## src/rtl/matrix_window_ctrl.sv

```systemverilog
// matrix_window_ctrl
// Sequencer in front of the 3x3 line-buffer window generator. Re-times the
// camera stream, appends one pad pixel per line and one flush line per frame
// so every image pixel reaches the window centre, and produces centre
// coordinates plus valid/border flags aligned with the generator's matrix
// outputs. Line-length and frame-structure errors are flagged as sticky bits.
module matrix_window_ctrl #(
  parameter int DATA_WIDTH = 8,
  parameter int IMG_W      = 640,
  parameter int IMG_H      = 480,
  parameter int CNT_W      = 12
) (
  input  logic                  clk,
  input  logic                  rst_n,
  input  logic                  per_frame_vsync,
  input  logic                  per_frame_href,
  input  logic                  per_frame_clken,
  input  logic [DATA_WIDTH-1:0] per_img_y,
  output logic                  gen_frame_vsync,
  output logic                  gen_frame_href,
  output logic                  gen_frame_clken,
  output logic [DATA_WIDTH-1:0] gen_img_y,
  output logic                  win_valid,
  output logic                  win_border,
  output logic [CNT_W-1:0]      win_x,
  output logic [CNT_W-1:0]      win_y,
  output logic                  frame_done,
  output logic                  line_len_err,
  output logic                  frame_err
);

  localparam logic [CNT_W-1:0] ONE      = CNT_W'(1);
  localparam logic [CNT_W-1:0] LAST_COL = CNT_W'(IMG_W);
  localparam logic [CNT_W-1:0] COL_SAT  = CNT_W'(IMG_W + 1);
  localparam logic [CNT_W-1:0] LAST_ROW = CNT_W'(IMG_H);

  typedef enum logic [2:0] {
    S_IDLE,
    S_ACTIVE,
    S_PAD,
    S_GAP,
    S_FLUSH,
    S_WAIT_VS
  } state_t;

  state_t           state;
  logic             vsync_q;
  logic             href_q;
  logic [CNT_W-1:0] pix_cnt;
  logic [CNT_W-1:0] in_row;
  logic [CNT_W-1:0] flush_cnt;

  logic [CNT_W-1:0] col_cnt;
  logic [CNT_W-1:0] row_cnt;
  logic             gen_href_q;
  logic             win_hit;
  logic             win_edge;
  logic             s1_valid;
  logic             s1_border;
  logic [CNT_W-1:0] s1_x;
  logic [CNT_W-1:0] s1_y;

  // A generator clock enable produces an image-pixel centre only once one
  // full column and one full row have been pushed in ahead of it.
  assign win_hit  = gen_frame_href && gen_frame_clken &&
                    (col_cnt >= ONE) && (col_cnt <= LAST_COL) &&
                    (row_cnt >= ONE) && (row_cnt <= LAST_ROW);
  assign win_edge = (col_cnt == ONE) || (col_cnt == LAST_COL) ||
                    (row_cnt == ONE) || (row_cnt == LAST_ROW);

  // Frame sequencer: drives the generator stream, injects pad/flush and tracks errors.
  // vsync_q resets high so a frame already in progress at reset release is
  // not mistaken for a new frame start.
  always_ff @(posedge clk or negedge rst_n) begin
    if (!rst_n) begin
      state           <= S_IDLE;
      vsync_q         <= 1'b1;
      href_q          <= 1'b0;
      pix_cnt         <= '0;
      in_row          <= '0;
      flush_cnt       <= '0;
      gen_frame_vsync <= 1'b0;
      gen_frame_href  <= 1'b0;
      gen_frame_clken <= 1'b0;
      gen_img_y       <= '0;
      frame_done      <= 1'b0;
      line_len_err    <= 1'b0;
      frame_err       <= 1'b0;
    end else begin
      vsync_q    <= per_frame_vsync;
      href_q     <= per_frame_href;
      frame_done <= 1'b0;
      case (state)
        S_IDLE: begin
          gen_frame_vsync <= 1'b0;
          gen_frame_href  <= 1'b0;
          gen_frame_clken <= 1'b0;
          gen_img_y       <= '0;
          pix_cnt         <= '0;
          if (per_frame_vsync && !vsync_q) begin
            state           <= S_ACTIVE;
            line_len_err    <= 1'b0;
            frame_err       <= 1'b0;
            in_row          <= '0;
            gen_frame_vsync <= 1'b1;
            gen_frame_href  <= per_frame_href;
            gen_frame_clken <= per_frame_clken;
            gen_img_y       <= per_img_y;
          end
        end
        S_ACTIVE: begin
          if (!per_frame_vsync) begin
            frame_err       <= 1'b1;
            state           <= S_IDLE;
            gen_frame_vsync <= 1'b0;
            gen_frame_href  <= 1'b0;
            gen_frame_clken <= 1'b0;
            gen_img_y       <= '0;
          end else if (href_q && !per_frame_href) begin
            gen_frame_vsync <= 1'b1;
            gen_frame_href  <= 1'b1;
            gen_frame_clken <= 1'b1;
            gen_img_y       <= '0;
            if (pix_cnt != LAST_COL) begin
              line_len_err <= 1'b1;
            end
            pix_cnt <= '0;
            in_row  <= in_row + ONE;
            state   <= S_PAD;
          end else begin
            gen_frame_vsync <= per_frame_vsync;
            gen_frame_href  <= per_frame_href;
            gen_frame_clken <= per_frame_clken;
            gen_img_y       <= per_img_y;
            if (per_frame_href && per_frame_clken && (pix_cnt != COL_SAT)) begin
              pix_cnt <= pix_cnt + ONE;
            end
          end
        end
        S_PAD: begin
          gen_frame_vsync <= 1'b1;
          gen_frame_href  <= 1'b0;
          gen_frame_clken <= 1'b0;
          gen_img_y       <= '0;
          if (in_row == LAST_ROW) begin
            state <= S_GAP;
          end else if (!per_frame_vsync) begin
            frame_err       <= 1'b1;
            gen_frame_vsync <= 1'b0;
            state           <= S_IDLE;
          end else begin
            if (per_frame_href) begin
              line_len_err <= 1'b1;
            end
            state <= S_ACTIVE;
          end
        end
        S_GAP: begin
          gen_frame_vsync <= 1'b1;
          gen_frame_href  <= 1'b1;
          gen_frame_clken <= 1'b1;
          gen_img_y       <= '0;
          flush_cnt       <= '0;
          state           <= S_FLUSH;
        end
        S_FLUSH: begin
          if (per_frame_href && !href_q) begin
            frame_err <= 1'b1;
          end
          if (flush_cnt == LAST_COL) begin
            gen_frame_href  <= 1'b0;
            gen_frame_clken <= 1'b0;
            frame_done      <= 1'b1;
            state           <= S_WAIT_VS;
          end else begin
            flush_cnt <= flush_cnt + ONE;
          end
        end
        S_WAIT_VS: begin
          gen_frame_vsync <= per_frame_vsync;
          gen_frame_href  <= 1'b0;
          gen_frame_clken <= 1'b0;
          gen_img_y       <= '0;
          if (!per_frame_vsync) begin
            state <= S_IDLE;
          end
        end
        default: begin
          state <= S_IDLE;
        end
      endcase
    end
  end

  // Generator-side column/row counters and the two-stage window flag pipeline.
  always_ff @(posedge clk or negedge rst_n) begin
    if (!rst_n) begin
      col_cnt    <= '0;
      row_cnt    <= '0;
      gen_href_q <= 1'b0;
      s1_valid   <= 1'b0;
      s1_border  <= 1'b0;
      s1_x       <= '0;
      s1_y       <= '0;
      win_valid  <= 1'b0;
      win_border <= 1'b0;
      win_x      <= '0;
      win_y      <= '0;
    end else begin
      gen_href_q <= gen_frame_href;
      if (!gen_frame_vsync) begin
        row_cnt <= '0;
      end else if (gen_href_q && !gen_frame_href && (row_cnt != LAST_ROW)) begin
        row_cnt <= row_cnt + ONE;
      end
      if (!gen_frame_href) begin
        col_cnt <= '0;
      end else if (gen_frame_clken && (col_cnt != COL_SAT)) begin
        col_cnt <= col_cnt + ONE;
      end
      s1_valid  <= win_hit;
      s1_border <= win_hit && win_edge;
      if (win_hit) begin
        s1_x <= col_cnt - ONE;
        s1_y <= row_cnt - ONE;
      end
      win_valid  <= s1_valid;
      win_border <= s1_valid && s1_border;
      if (s1_valid) begin
        win_x <= s1_x;
        win_y <= s1_y;
      end
    end
  end

endmodule
```

## config.mk

```make
export PLATFORM = sky130hd
export DESIGN_NAME = matrix_window_ctrl
export DESIGN_NICKNAME = d
export VERILOG_FILES = /design/src/rtl/matrix_window_ctrl.sv
export SDC_FILE = /design/constraint.sdc
export NUM_CORES = 1
export LEC_CHECK = 0
export CORE_MARGIN = 2
export CORE_UTILIZATION = 30
export DETAILED_ROUTE_END_ITERATION = 8
export PLACE_DENSITY = 0.44
export SLEW_MARGIN = 20
export SYNTH_ARGS = -nofsm -noshare
export SYNTH_HDL_FRONTEND = slang
export SYNTH_SLANG_ARGS = --single-unit
export TNS_END_PERCENT = 1
```

## constraint.sdc

```tcl
create_clock -name clk -period 2.7 [get_ports clk]
set_input_delay 0.405 -clock clk [delete_from_list [all_inputs] [get_ports clk]]
set_output_delay 0.405 -clock clk [all_outputs]
set_load 0.01 [all_outputs]
```

==> impl_metrics.yaml, run 1 <==
synth:
  netlist_instances: 654
  syn_avg_cell_area_sq_um: 10.3
  ys_seq_area_frac: 0.492
  async_reset_ff_frac: 1.00
  ys_warn_count: 0
  synth_top_cell_by_area: "dfrtp_1"
  ys.flop_type: "dfrtp_1"
  synth_cell_types: 62
  synthTopCellsByArea: "dfrtp_1 49%, xnor2_1 5.1%, mux2_2 4.7%, nor2_1 4.6%, xor2_1 3.3%"
  yosys.area.top_type_share: 0.488
  synth_area_sq_mm: 0.00672
  ys_seq_elements: 132
  synth-edff-count: 0
  syn_nets: 684
worst_setup_path:
  required_ps: 3010
  worst-path-buf-inv: 2
  crit_family: "simple AND/OR/NAND/NOR gates"
  crit_chain: "inv_1 > ha_1 > nor4b_2 > o211ai_1 > nor4_4 > buf_12 > mux2_2"
  crit_path_start_kind: "flop"
  path_class: "flop to flop"
  end_kind: "flop"
  crit_path_max_fanout: 41
  slowest_delay_ps: 470
  cp_slowest_cell: "dfrtp_1"
  cp.arrival_ps: 2630
routing:
  wl_per_cell_um: 14.5
  vias: 4921
  dr.first_iter.drc_count: 210
  via_per_inst: 4.88
  drtPass1Iterations: 5
  ant_nets: 0
  wl_um: 14700
  remaining_drc_errors: 0
timing:
  max_slew_margin: 0.512
  finalCritPeriodShare: 0.862
  finalMaxSlewViolations: 0
  setup_violations: 0
  worst_slew_pin_slew_ps: 732
  setup_tns_ps: 0
  grt_setup_unrepaired: "false"
  hold_violations: 0
  fin_worst_skew_ps: 8.24
  finalCriticalPeriod_ps: 2330
  max_clock_freq_mhz: 430
die:
  die_x_um: 154
  die_y_um: 154
  core_area_sq_mm: 0.0219
  initial_core_util: 0.307
  die_area_sq_mm: 0.0236
  ios: 53
  rows: 54
placed_design:
  place_congestion: 0.807
  io_buffers: 52
  hpwl_um: 10300
status:
  status: "finished, final reports clean"
power:
  ir_drop_mv: 0.394
  power.leakage_nw: 3.65
  p_per_area_mw_per_mm2: 765
clock_tree:
  clock_path_buffers: 2
  cts_root_buf: "clkbuf_16"
  cts_sinks: 132
  cts_max_level: 4
  postCtsSetupRepairBufs: 0
  clk_pin_slew_ps: 60
  clock_latency_ps: 420
  cts_resized: 0
  cts_tree: "built"
  cts_buffers: 17
run:
  max_cap_viol_count: 0
finish:
  layout-drive-gt1-share: 0.132
  diodes: 0
  area_delta_synth_final_pct: 22.5
  layout.nets: 747
  fin_util: 0.376
grt:
  grt_pass1_wl_um: 25600
  antenna_found_initial: 0
  grt_max_degree: 62
  grt_pass1_vias: 5043
  track_usage: 0.132
  grt_overflow: 0
min_path:
  min_path_type: "flop to flop"
[metal layers]
layer	vias to the layer above	part of all wire	track usage
li1	2425	-	-
met1	2408	0.47	0.173
met2	72	0.48	0.217
met3	16	0.031	0.0299
met4	0	0.013	0.0441
met5	-	0	0
[final timing paths]
path | from | end | slack (ps) | cells after the start
hold reg to reg | s1_border$_DFF_PN0_ | win_border$_DFF_PN0_ | 450 | 1
max in group asynchronous | rst_n | in_row[5]$_DFFE_PN0P_ | 1420 | 3
min in group asynchronous | rst_n | s1_x[9]$_DFFE_PN0P_ | 520 | 2
hold / removal | s1_border$_DFF_PN0_ | win_border$_DFF_PN0_ | 450 | 1
setup / recovery | row_cnt[0]$_DFFE_PN0P_ | s1_x[0]$_DFFE_PN0P_ | 370 | 7
setup reg to reg | row_cnt[0]$_DFFE_PN0P_ | s1_x[0]$_DFFE_PN0P_ | 370 | 7
[layout by cell type, fill, tap and decap left out, types with 25 or more instances in the layout]
cell / instances
xor2_1: 25
nand3_1: 28
xnor2_1: 39
a21oi_1: 27
clkdlybuf4s50_1: 51
inv_1: 28
mux2_2: 28
nor2_1: 83
nand2_1: 35
dfrtp_1: 131
[sequential cells by signal, indices dropped and copies added, names as in the netlist, 3 cells and up]
register,count
in_row,12
win_x,12
gen_img_y,8
flush_cnt,12
s1_y,12
s1_x,12
pix_cnt,12
col_cnt,12
win_y,12
state,3
row_cnt,12
[what timing repair did]
action | 4_1_cts | 5_1_grt
hold buffers | 1 | 0
endpoints found under the setup margin | 0 | 0
hold endpoints to repair | 50 | 0
[final cells by class]
class,instances,area [sq um]
clock buffers,18,439
well taps,280,350
flip-flops and latches,132,3300
fillers,2185,13700
inverters,29,109
repair buffers,75,722
clock inverters,13,150
multi-input cells,462,3150
[stage by stage]
step	worst slack, ps	hold slack (ps)	power [W]	std cells	area (sq um)
floorplan	576	109	0.00343	654	6720
global placement	421	428	0.00401	977	7630
detailed placement	367	439	0.00403	977	7630
CTS	385	454	0.00641	1009	8230
global route	229	475	0.00670	1009	8230
finish	372	449	0.00629	1009	8230
[cells by family (layout without fill, tap and decap cells)]
logic type,Yosys count,count (layout),synth area share
AOI/OAI and AO/OA,88,88,0.0855
and+or+nand+nor,258,258,0.209
DFF,132,132,0.492
xor gates and xnor gates,64,64,0.0835
adders and majority gates,17,17,0.0317
muxes,35,35,0.0593
buffers and inverters,60,135,0.0388
[Yosys cell counts, types with 3 or more instances]
cell         n
nand4_1     16
o31ai_1      3
o21ai_0     17
xnor2_1     39
nor3b_1      3
nor3_1      12
dfrtp_1    131
and3_1       7
buf_2        7
nor4bb_1     5
or3_1        9
nand2_1     35
clkbuf_1    17
and2_1      13
mux2i_1      3
o21a_1       4
nor2_1      83
nor4_1      11
a31oi_1      5
nor4_4       3
nand3_1     28
mux2_2      28
a21oi_1     27
nor2b_1      6
ha_1        17
inv_1       28
a21boi_0     4
o211ai_1     3
a22o_1      10
buf_4        3
xor2_1      25
nor4b_1      6
o2111ai_1    3
and4_1       5
[worst register-to-register path, cell delays in order, from the launching register on]
cell and delay (ps):
dfrtp_1 470, inv_1 140, ha_1 150, nor4b_2 300, o211ai_1 200, nor4_4 340, buf_12 250, mux2_2 360
[where the power goes]
| part | internal (W) | total [W] | leakage [nW] | switching (W) |
|---|---|---|---|---|
| Sequential | 0.00220 | 0.00247 | 1.82 | 0.000267 |
| Clock | 0.00139 | 0.00232 | 0.289 | 0.000921 |
| Combinational | 0.000698 | 0.00151 | 1.54 | 0.000809 |
| Total | 0.00429 | 0.00629 | 3.65 | 0.00200 |
No activity file was read; power rests on OpenSTA's default activity.
==> inputs of run 2 (changes only) <==
==> constraint.sdc (replaced) <==
create_clock -name clk -period 2.2 [get_ports clk]
set_input_delay 0.33 -clock clk [delete_from_list [all_inputs] [get_ports clk]]
set_output_delay 0.33 -clock clk [all_outputs]
set_load 0.01 [all_outputs]
==> run 2 against run 1 <==
Largest cell class unchanged; highest routed layer unchanged; first-iteration DRC count increased by 22%; wire length increased by 3.7%; worst setup slack got worse by 260 ps; non-clock buffer count increased by 40; critical path type unchanged; final area increased by 3.5%.
==> impl_metrics.yaml, run 2 (synthesized netlist as in run 1, its figures left out) <==
clock_tree:
  cts_buffers: 17
  cts_root_buf: "clkbuf_16"
  clock_latency_ps: 420
  clk_pin_slew_ps: 60
  cts_sinks: 132
  clock_path_buffers: 2
  cts_max_level: 4
  cts_tree: "built"
finish:
  regArea_sq_mm: 0.00331
  layout-drive-gt1-share: 0.182
  layout.nets: 787
  multi_input_area_sq_mm: 0.00317
  fin_util: 0.389
  final_cell_mix: "130 x dfrtp_1, 82 x nor2_1, 58 x buf_4, 51 x clkdlybuf4s50_1, 39 x xnor2_1"
  diodes: 0
  nFillCells: 2186
  final_common_cell: "dfrtp_1"
  area_delta_synth_final_pct: 26.8
worst_setup_path:
  required_ps: 2510
  end_kind: "flop"
  path_class: "flop to flop"
  r2r_slack_ps: 110
  endpoint: "s1_y[11]$_DFFE_PN0P_"
  reg2reg_from: "row_cnt[4]$_DFFE_PN0P_"
  crit_path_start_kind: "flop"
  reg2reg_to: "s1_y[11]$_DFFE_PN0P_"
  cp.arrival_ps: 2400
  startpoint: "row_cnt[4]$_DFFE_PN0P_"
  ff2ff_path_depth: 6
  crit_path_max_fanout: 15
run:
  max_cap_viol_count: 0
grt:
  antenna_found_initial: 0
  track_usage: 0.138
  grt_max_degree: 50
  grt_pass1_wl_um: 26700
  grt_overflow: 0
  grt_pass1_vias: 5292
timing:
  grt_setup_unrepaired: "true"
  finalMaxSlewViolations: 0
  max_slew_margin: 0.561
  finalCriticalPeriod_ps: 2090
  finalCritPeriodShare: 0.950
  setup_violations: 0
  fin_worst_skew_ps: 10.2
  max_clock_freq_mhz: 478
  worst_slew_pin_slew_ps: 659
  hold_violations: 0
routing:
  remaining_drc_errors: 0
  drtPass1Iterations: 4
  met2WireLength_um: 7330
  vias: 5036
  routed-wl-met3_um: 357
  ant_nets: 0
  dr.first_iter.drc_count: 257
  via_per_inst: 4.80
  wl_per_cell_um: 14.5
  highest_layer: "met4"
  wl_met1_um: 7350
  wl_um: 15200
power:
  p_per_area_mw_per_mm2: 899
  power.leakage_nw: 3.85
  ir_drop_mv: 0.538
  p_total_w: 0.00766
min_path:
  min_path_type: "input port to async pin"
die:
  die_area_sq_mm: 0.0236
  ios: 53
  die_x_um: 154
  initial_core_util: 0.307
  rows: 54
  core_area_sq_mm: 0.0219
  die_y_um: 154
placed_design:
  place_congestion: 0.843
  io_buffers: 52
  hpwl_um: 10900
status:
  status: "finished, final reports clean"
run 2: final cells by class:
cell class	instances	share of cell area
clock buffer	17	0.0499
sequential	132	0.388
clock inverter	14	0.0123
inverter	29	0.0128
timing repair buffer	115	0.123
multi-input combinational	462	0.373
tap	280	0.0411
run 2: metal layers:
layer | global-route usage | up-vias
met5 | 0 | -
met3 | 0.0285 | 13
li1 | - | 2499
met2 | 0.229 | 51
met4 | 0.0376 | 0
met1 | 0.182 | 2473
run 2: power by group:
| group | switching [W] | total [W] | leakage [nW] | internal [W] |
|---|---|---|---|---|
| clock network | 0.00113 | 0.00257 | 0.260 | 0.00144 |
| registers | 0.000246 | 0.00295 | 1.82 | 0.00270 |
| logic | 0.00114 | 0.00214 | 1.77 | 0.00101 |
| total | 0.00251 | 0.00766 | 3.85 | 0.00515 |
run 2: worst min path at each step:
stage	start	slack [ps]	endpoint	cells past startpoint
after floorplan	rst_n	30	col_cnt[0]$_DFFE_PN0P_	0
after global placement	rst_n	290	win_x[7]$_DFFE_PN0P_	1
after detailed placement	rst_n	290	win_x[7]$_DFFE_PN0P_	1
after CTS	rst_n	410	win_x[7]$_DFFE_PN0P_	2
after global routing	rst_n	440	win_x[7]$_DFFE_PN0P_	2
final	rst_n	400	win_x[7]$_DFFE_PN0P_	2
run 2: through the flow:
stage	cells	hold WS (ps)	setup WS, ps	cell area [sq um]	setup TNS [ps]
after CTS	1049	410	37.1	8490	0
after global placement	1017	286	10.3	7950	0
after detailed placement	1017	294	-82.6	7950	-680
after global routing	1049	437	-31.4	8520	-69.8
after floorplan	654	34.4	76.5	6720	0
final	1049	400	110	8520	0
run 2: repair_timing:
action                                  in CTS  in global routing
endpoints found under the setup margin       0                 28
gates resized for setup                      0                  5
buffers inserted                             0                  0
hold buffers                                 1                  0
endpoints found under the hold margin       40                  0
run 2: worst max-delay path, stage by stage (launching register included):
cell     delay (ps)
dfrtp_1         470
or4_4           610
nor4_4          310
nor4_4           90
buf_12          170
buf_4           170
o21a_1          160
==> inputs of run 3 (changes only) <==
--- a/config.mk
+++ b/config.mk
@@ -9,6 +9,7 @@
 export CORE_UTILIZATION = 30
 export DETAILED_ROUTE_END_ITERATION = 8
 export PLACE_DENSITY = 0.44
+export SKIP_LAST_GASP = 1
 export SLEW_MARGIN = 20
 export SYNTH_ARGS = -nofsm -noshare
 export SYNTH_HDL_FRONTEND = slang
==> constraint.sdc (replaced) <==
create_clock -name clk -period 2.6 [get_ports clk]
set_input_delay 0.39 -clock clk [delete_from_list [all_inputs] [get_ports clk]]
set_output_delay 0.39 -clock clk [all_outputs]
set_load 0.01 [all_outputs]
==> run 3 against run 2 <==
Global-route usage fell by 0.40 points; wire length fell by 2.9%; non-clock buffer count fell by 35; sequential power fell by 14%; critical path depth rose by 1; sequential share of layout area rose by 0.99 points; register-to-register slack improved by 140 ps; power fell by 12%; hold slack improved by 54 ps; utilization fell by 0.98 points; fmax fell by 11%; largest power group is now clock.
==> impl_metrics.yaml, run 3 (synthesized netlist as in run 1, its figures left out) <==
clock_tree:
  clk_pin_slew_ps: 70
  cts_resized: 0
  cts_tree: "built"
  cts_max_level: 4
  cts_sinks: 132
  clock_latency_ps: 420
  cts_buffers: 17
  cts_root_buf: "clkbuf_16"
  clock_path_buffers: 2
  postCtsSetupRepairBufs: 0
timing:
  max_clock_freq_mhz: 426
  setup_tns_ps: 0
  finalMaxSlewViolations: 0
  setup_violations: 0
  finalCritPeriodShare: 0.902
  fin_worst_skew_ps: 8.65
  grt_setup_unrepaired: "false"
  hold_violations: 0
  worst_slack_ps: 254
  worst_slew_pin_slew_ps: 781
  finalCriticalPeriod_ps: 2350
  max_slew_margin: 0.479
worst_setup_path:
  required_ps: 2910
  cp_slowest_cell: "dfrtp_1"
  worst-path-stages: 7
  ff2ff_path_depth: 7
  cp.arrival_ps: 2650
  reg2reg_from: "row_cnt[0]$_DFFE_PN0P_"
  worst-path-buf-inv: 2
  crit_path_start_kind: "flop"
  end_kind: "flop"
  slowest_delay_ps: 470
  path_class: "flop to flop"
  crit_family: "simple AND/OR/NAND/NOR gates"
  r2r_slack_ps: 250
  crit_chain: "inv_1 > ha_1 > nor4b_2 > o211ai_1 > nor4_4 > buf_12 > mux2_1"
  crit_path_max_fanout: 41
  reg2reg_to: "s1_x[11]$_DFFE_PN0P_"
routing:
  vias: 4979
  remaining_drc_errors: 0
  drtPass1Iterations: 6
  ant_nets: 0
  via_per_inst: 4.91
  wl_um: 14800
  wl_per_cell_um: 14.6
  dr.first_iter.drc_count: 295
grt:
  track_usage: 0.134
  grt_pass1_vias: 5182
  antenna_found_initial: 0
  grt_pass1_wl_um: 25800
  grt_max_degree: 67
  grt_overflow: 0
placed_design:
  hpwl_um: 10300
  io_buffers: 52
  place_ws_ps: 261
  place_congestion: 0.815
die:
  die_area_sq_mm: 0.0236
  ios: 53
  rows: 54
  die_y_um: 154
  core_area_sq_mm: 0.0219
  initial_core_util: 0.307
  die_x_um: 154
min_path:
  hold_depth: 1
  worstHoldEndpoint: "win_border$_DFF_PN0_"
  min_path_type: "flop to flop"
  min_from: "s1_border$_DFF_PN0_"
status:
  status: "finished, final reports clean"
finish:
  diodes: 0
  final_cell_mix: "131 x dfrtp_1, 83 x nor2_1, 51 x clkdlybuf4s50_1, 39 x xnor2_1, 35 x nand2_1"
  layout.nets: 752
  final_common_cell: "dfrtp_1"
  layout-drive-gt1-share: 0.139
  area_delta_synth_final_pct: 23.6
  nFillCells: 2192
power:
  pwr-share-comb: 0.238
  power_frac_seq: 0.379
  ir_drop_mv: 0.416
  p_sw_frac: 0.316
  internal_power_w: 0.00459
  clock_power_share: 0.383
  p_per_area_mw_per_mm2: 808
  power.leakage_nw: 3.69
  netSwitchingPower_w: 0.00212
run:
  max_cap_viol_count: 0
-- run 3: cell count changes in the layout (fill, tap and decap cells not counted), sizes merged --
cell    delta
buf       -35
clkinv     -7
bufinv     +3
clkbuf     +1
inv        +4
-- run 3: area by class of cell --
type | count | area, sq um | share of cell area
Multi-Input combinational cell | 462 | 3150 | 0.380
Timing Repair Buffer | 80 | 759 | 0.0915
Clock buffer | 18 | 439 | 0.0529
Inverter | 29 | 109 | 0.0131
Clock inverter | 14 | 189 | 0.0228
Sequential cell | 132 | 3300 | 0.398
Tap cell | 280 | 350 | 0.0422
-- run 3: worst max path at each step --
stage                     slack, ps              startpoint              endpoint
after floorplan                 480  row_cnt[0]$_DFFE_PN0P_  s1_x[10]$_DFFE_PN0P_
after global placement          360  row_cnt[0]$_DFFE_PN0P_   s1_x[0]$_DFFE_PN0P_
after detailed placement        260  row_cnt[0]$_DFFE_PN0P_  s1_x[11]$_DFFE_PN0P_
after CTS                       250  row_cnt[0]$_DFFE_PN0P_  s1_x[11]$_DFFE_PN0P_
after global routing            130  row_cnt[0]$_DFFE_PN0P_   s1_y[0]$_DFFE_PN0P_
final                           250  row_cnt[0]$_DFFE_PN0P_  s1_x[11]$_DFFE_PN0P_
-- run 3: per-layer routing --
layer / wire (um) / vias to the layer above / global-route usage / share of wire
met4: 246 / 0 / 0.0494 / 0.017
met3: 505 / 21 / 0.0355 / 0.034
met1: 6990 / 2435 / 0.173 / 0.47
li1: - / 2437 / - / -
met2: 7030 / 86 / 0.215 / 0.48
met5: 0 / - / 0 / 0
-- run 3: timing repair --
action	CTS	global route
setup endpoints to repair	0	0
hold buffers	1	0
endpoints found under the hold margin	29	0
-- run 3: power by group through the flow --
stage	sequential, W	clock [W]	combinational, W
finish	0.00254	0.00257	0.00160
global route	0.00259	0.00276	0.00182
CTS	0.00255	0.00266	0.00163
detailed placement	0.00258	0	0.00162
global placement	0.00257	0	0.00160
floorplan	0.00251	0	0.00105
-- run 3: per-stage QoR --
stage	hold slack, ps	instance area [sq um]	instances	util	total power (W)
global placement	435	7660	982	0.350	0.00417
detailed placement	446	7660	982	0.350	0.00420
global route	477	8300	1015	0.379	0.00716
finish	454	8300	1015	0.379	0.00671
CTS	460	8300	1015	0.379	0.00684
floorplan	94.4	6720	654	-	0.00356
